File: src/rtl/uart_transmitter.sv
// uart_transmitter: 8N1 UART transmit path with a one-byte holding register
// in front of the frame shifter. A byte can be accepted while another frame
// is on the line, so two bytes can be queued without gaps between frames.
module uart_transmitter #(
   parameter int CLOCK_FREQ = 100_000_000,
   parameter int BAUD_RATE  = 115_200
) (
   input  logic       clk,
   input  logic       rst,
   input  logic [7:0] data_in,
   input  logic       data_in_valid,
   output logic       data_in_ready,
   output logic       serial_out,
   output logic       busy
);

   // Clock cycles per bit on the line (truncated); must be at least 2.
   localparam int SYMBOL_EDGE_TIME = CLOCK_FREQ / BAUD_RATE;
   localparam int CNT_W            = $clog2(SYMBOL_EDGE_TIME);
   localparam logic [CNT_W-1:0] CNT_LAST = CNT_W'(SYMBOL_EDGE_TIME - 1);

   typedef enum logic [1:0] {
      IDLE  = 2'd0,
      START = 2'd1,
      DATA  = 2'd2,
      STOP  = 2'd3
   } state_t;

   state_t           state_q, state_d;
   logic [CNT_W-1:0] cnt_q, cnt_d;       // cycle position inside current bit
   logic [2:0]       bit_q, bit_d;       // data bit index 0..7
   logic [7:0]       shift_q, shift_d;   // frame shifter, LSB is on the line
   logic [7:0]       hold_q, hold_d;     // second-level buffer
   logic             hold_full_q, hold_full_d;
   logic             ready_q, ready_d;
   logic             serial_q, serial_d;
   logic             busy_q, busy_d;

   logic             xfer;      // handshake completes this cycle
   logic             sym_end;   // last cycle of the current bit
   logic             take;      // accepted byte goes straight to the shifter

   assign xfer    = data_in_valid & ready_q & ~rst;
   assign sym_end = (cnt_q == CNT_LAST);

   // All outputs come straight from flops.
   assign data_in_ready = ready_q;
   assign serial_out    = serial_q;
   assign busy          = busy_q;

   // Next-state, datapath and registered-output logic.
   always_comb begin
      state_d     = state_q;
      cnt_d       = cnt_q;
      bit_d       = bit_q;
      shift_d     = shift_q;
      hold_d      = hold_q;
      hold_full_d = hold_full_q;
      serial_d    = serial_q;
      take        = 1'b0;

      case (state_q)
         IDLE: begin
            cnt_d    = '0;
            bit_d    = '0;
            serial_d = 1'b1;
            if (hold_full_q) begin
               // Held byte left over: launch it.
               shift_d     = hold_q;
               hold_full_d = 1'b0;
               serial_d    = 1'b0;
               state_d     = START;
            end else if (xfer) begin
               // Fresh byte bypasses the holding register so the start
               // bit appears on the very next cycle.
               shift_d  = data_in;
               take     = 1'b1;
               serial_d = 1'b0;
               state_d  = START;
            end
         end

         START: begin
            cnt_d = sym_end ? '0 : cnt_q + CNT_W'(1);
            if (sym_end) begin
               bit_d    = '0;
               serial_d = shift_q[0];
               state_d  = DATA;
            end
         end

         DATA: begin
            cnt_d = sym_end ? '0 : cnt_q + CNT_W'(1);
            if (sym_end) begin
               if (bit_q == 3'd7) begin
                  serial_d = 1'b1;
                  state_d  = STOP;
               end else begin
                  bit_d    = bit_q + 3'd1;
                  shift_d  = {1'b0, shift_q[7:1]};
                  serial_d = shift_q[1];
               end
            end
         end

         STOP: begin
            cnt_d = sym_end ? '0 : cnt_q + CNT_W'(1);
            if (sym_end) begin
               if (hold_full_q) begin
                  // Back-to-back frame from the holding register.
                  shift_d     = hold_q;
                  hold_full_d = 1'b0;
                  serial_d    = 1'b0;
                  state_d     = START;
               end else if (xfer) begin
                  // Byte arriving exactly at the frame boundary goes
                  // directly to the shifter, again with no idle gap.
                  shift_d  = data_in;
                  take     = 1'b1;
                  serial_d = 1'b0;
                  state_d  = START;
               end else begin
                  serial_d = 1'b1;
                  state_d  = IDLE;
               end
            end
         end

         default: begin
            state_d  = IDLE;
            serial_d = 1'b1;
         end
      endcase

      // Any accepted byte not taken by the shifter is parked.
      if (xfer && !take) begin
         hold_d      = data_in;
         hold_full_d = 1'b1;
      end

      ready_d = ~hold_full_d;
      busy_d  = (state_d != IDLE) | hold_full_d;
   end

   // State and output registers; reset aborts any frame and drops the held byte.
   always_ff @(posedge clk) begin
      if (rst) begin
         state_q     <= IDLE;
         cnt_q       <= '0;
         bit_q       <= '0;
         shift_q     <= '0;
         hold_q      <= '0;
         hold_full_q <= 1'b0;
         ready_q     <= 1'b0;
         serial_q    <= 1'b1;
         busy_q      <= 1'b0;
      end else begin
         state_q     <= state_d;
         cnt_q       <= cnt_d;
         bit_q       <= bit_d;
         shift_q     <= shift_d;
         hold_q      <= hold_d;
         hold_full_q <= hold_full_d;
         ready_q     <= ready_d;
         serial_q    <= serial_d;
         busy_q      <= busy_d;
      end
   end

endmodule
File: config.mk
export PLATFORM = sky130hd
export DESIGN_NAME = uart_transmitter
export DESIGN_NICKNAME = d
export VERILOG_FILES = /design/src/rtl/uart_transmitter.sv
export SDC_FILE = /design/constraint.sdc
export NUM_CORES = 1
export LEC_CHECK = 0
export CELL_PAD_IN_SITES_DETAIL_PLACEMENT = 0
export CELL_PAD_IN_SITES_GLOBAL_PLACEMENT = 1
export CORE_MARGIN = 4
export CORE_UTILIZATION = 25
export CTS_CLUSTER_SIZE = 14
export DETAILED_ROUTE_END_ITERATION = 16
export PLACE_DENSITY = 0.47
export SYNTH_ARGS = -nofsm -noshare
export SYNTH_HDL_FRONTEND = slang
export SYNTH_SLANG_ARGS = --single-unit
File: constraint.sdc
create_clock -name clk -period 2.5 [get_ports clk]
set_input_delay 0.375 -clock clk [delete_from_list [all_inputs] [get_ports clk]]
set_output_delay 0.375 -clock clk [all_outputs]
set_load 0.02 [all_outputs]
==> metrics.yaml <==
ys_seq_area_share_pct: 37.21
setup_viol: 0
synth_area_leader_cell: "dfxtp_1"
tns_ns: 0
fmax_ghz: 0.4503
hold_slack_ns: 0.4603
setup_slack_ns: 0.2790
post-route-min-period_ns: 2.221
die_h_um: 94.79
leakagePower_nw: 0.7600
critical_path_class: "flop to flop"
syn_to_final_growth_pct: 18.67
clk_path_buf_depth: 2
track_usage_pct: 12.37
grt_pass1_vias: 1663
drc_errors: 0
crit_required_ns: 2.73
routabilityCongestion: 0.7676
dpl_worst_slack_ns: 0.2064
netlist_instances: 228
synthesis.area_sq_um: 1883
cap_violations: 0
grt_pass1_wl_um: 8583
detail_route.iter0.violations: 85
dr_total_vias: 1676
p_int_w: 0.001111
comb_power_share_pct: 27.0
wl_um: 5127
initial_core_util_pct: 25.82
drv_slew: 0
p_per_area_nw_per_um2: 731.6
ios: 14
synth_area_leaders: "dfxtp_1 37%, o21ai_0 6.6%, a21oi_1 5.6%"
hold_viol_final: 0
crit_top_cell: "or4_1"
cp-end-kind: "flop"
syn-mean-instance-area_sq_um: 8.259
cts_sinks: 35
worstPathCellList: "or4_1 > o31a_1 > or4_1 > a21oi_1"
async_flop_share_pct: 0
wire_per_inst_um: 14.99
synth_top_area_share_pct: 37.21
p_switching_w: 0.0005240
grt_max_degree: 25
hold_buffers: 0
root_buffer: "clkbuf_8"
status: "finished, final reports clean"
timing.slew.headroom_pct: 57.80
antenna_found_initial: 0
critical-path-max-stage-delay_ns: 0.68
crit_path_start_kind: "flop"
total_power_w: 0.001635
fp-row-count: 31
min_path_type: "flop to flop"
cts_tree: "done"
switching_share_pct: 32.05
synthFlopType: "dfxtp_1"
die-area_sq_um: 8985
seq_power_share_pct: 39.7
finalCritPeriodShare_pct: 88.84
nFillCells: 830
tightest_slew_ns: 0.6291
clkPwrFrac_pct: 33.3
core_area_sq_um: 7292
cts.htree.levels: 2
cts_made_buffers: 5
dp_hpwl_um: 3550
clk_pin_slew_ns: 0.08
register_area_sq_um: 700.7
grt_overflow_total: 0
synth-edff-count: 0
worst_skew_pair.late_latency_ns: 0.29
critPathMaxFanout: 9
antennaDiodeCount: 0
peakVddDrop_mv: 0.1864
cpMaxStageDelayCell: "or4_1"
synth_nets: 247
portBuffers: 13
avgViaCountPerCell: 4.901
multiInputGateArea_sq_um: 1065
die_x_um: 94.79
nNetsFinal: 261
fin_worst_skew_ns: 0.002692
ys_warn_count: 0
synth_cell_types: 40
grt_setup_unrepaired: "no"
drive_above_1_share_pct: 8.230
synth-seq-cells: 35
arrival_ns: 2.45
antenna_left: 0
dr.pass1.iters: 4
per-layer routing:
layer / vias up / routed length, um / track usage [%] / share of wire, %
li1: 857 / - / - / -
met1: 790 / 2616 / 17.27 / 51
met2: 22 / 2252 / 18.09 / 44
met3: 7 / 157 / 2.948 / 3.1
met4: 0 / 100 / 5.168 / 2.0
met5: - / 0 / 0 / 0
placed cells by master (no fill, tap or decap), drive strengths merged, types with 4 or more instances in the layout:
cell            n
nand3          21
mux2i           8
clkbuf          6
buf             8
dfxtp          35
nand2          16
clkdlybuf4s50  13
inv            10
nor3            4
xor2            5
a21oi          21
o21ai          26
ha              8
o31ai           4
o311ai          4
nor2           13
a31oi           4
nand4           4
repair_timing:
item	CTS	global route
gates resized for setup	0	2
endpoints found under the hold margin	0	0
buffers inserted	0	0
setup endpoints to repair	0	2
logic make-up (layout without fill, tap and decap cells):
kind of cell             count (synthesis)  count (layout)  synth area share, %
AO/OA/AOI/OAI                           72              72                23.32
XOR/XNOR                                 8               8                3.721
adder cells (fa/ha/maj)                  8               8                5.316
buffers and inverters                   24              39                6.777
flip-flops                              35              35                37.21
multiplexers                             8               8                4.253
AND/OR/NAND/NOR                         73              73                19.40
stage by stage:
step	util, %	std cells	cell area, sq um
2_1_floorplan	-	228	1883
3_5_place_dp	28.90	334	2107
5_1_grt	30.65	342	2235
6_report	30.65	342	2235
4_1_cts	30.51	342	2225
3_3_place_gp	28.90	334	2107
registers in the layout (all words and copies together), names as in the netlist:
signal,count
cnt_q,10
hold_q,8
shift_q,8
bit_q,3
state_q,2
busy,1
data_in_ready,1
hold_full_q,1
serial_out,1
cells in the mapped netlist, types with 2 or more instances:
cell type / number
xnor2_1: 3
buf_6: 2
nor2_1: 13
and4_1: 2
o32ai_1: 2
ha_1: 8
a21oi_1: 21
o311ai_0: 4
a211oi_1: 2
o21a_1: 3
nand2_1: 16
nand2b_1: 2
clkbuf_1: 8
o31ai_1: 4
nor3b_1: 2
or4_1: 2
xor2_1: 5
clkbuf_8: 2
and2_1: 2
inv_1: 10
o31a_1: 2
a31oi_1: 4
dfxtp_1: 35
nor3_1: 4
nand3_1: 21
nand4_1: 4
o21ai_0: 25
mux2i_1: 8
area by class of cell:
type / instances / share of cell area (%)
multi-input combinational: 169 / 47.65
timing repair buffer: 21 / 8.511
clock buffer: 6 / 3.695
sequential: 35 / 31.36
tap: 99 / 5.543
inverter: 10 / 1.680
clock inverter: 2 / 1.568
final timing paths:
| path | start | to | depth (start not counted) | slack, ns |
|---|---|---|---|---|
| hold reg to reg | cnt_q[0] | cnt_q[0] | 1 | 0.46 |
| hold / removal | cnt_q[0] | cnt_q[0] | 1 | 0.46 |
| setup reg to reg | cnt_q[3] | shift_q[7] | 4 | 0.28 |
| setup / recovery | cnt_q[3] | shift_q[7] | 4 | 0.28 |
power groups by stage:
stage / Clock [W] / Sequential (W) / Combinational [W]
floorplan: 0 / 0.000674 / 0.000282
global placement: 0 / 0.000665 / 0.000451
detailed placement: 0 / 0.000663 / 0.000438
CTS: 0.000564 / 0.000650 / 0.000440
global route: 0.000589 / 0.000659 / 0.000493
finish: 0.000545 / 0.000649 / 0.000441
worst max-delay path: cells and delay by family (launching register included):
family | cells | cell delay, ns
and+or+nand+nor | 2 | 1.22
DFF | 1 | 0.35
AOI/OAI and AO/OA | 2 | 0.58
Power figures use the tool's default switching activity.
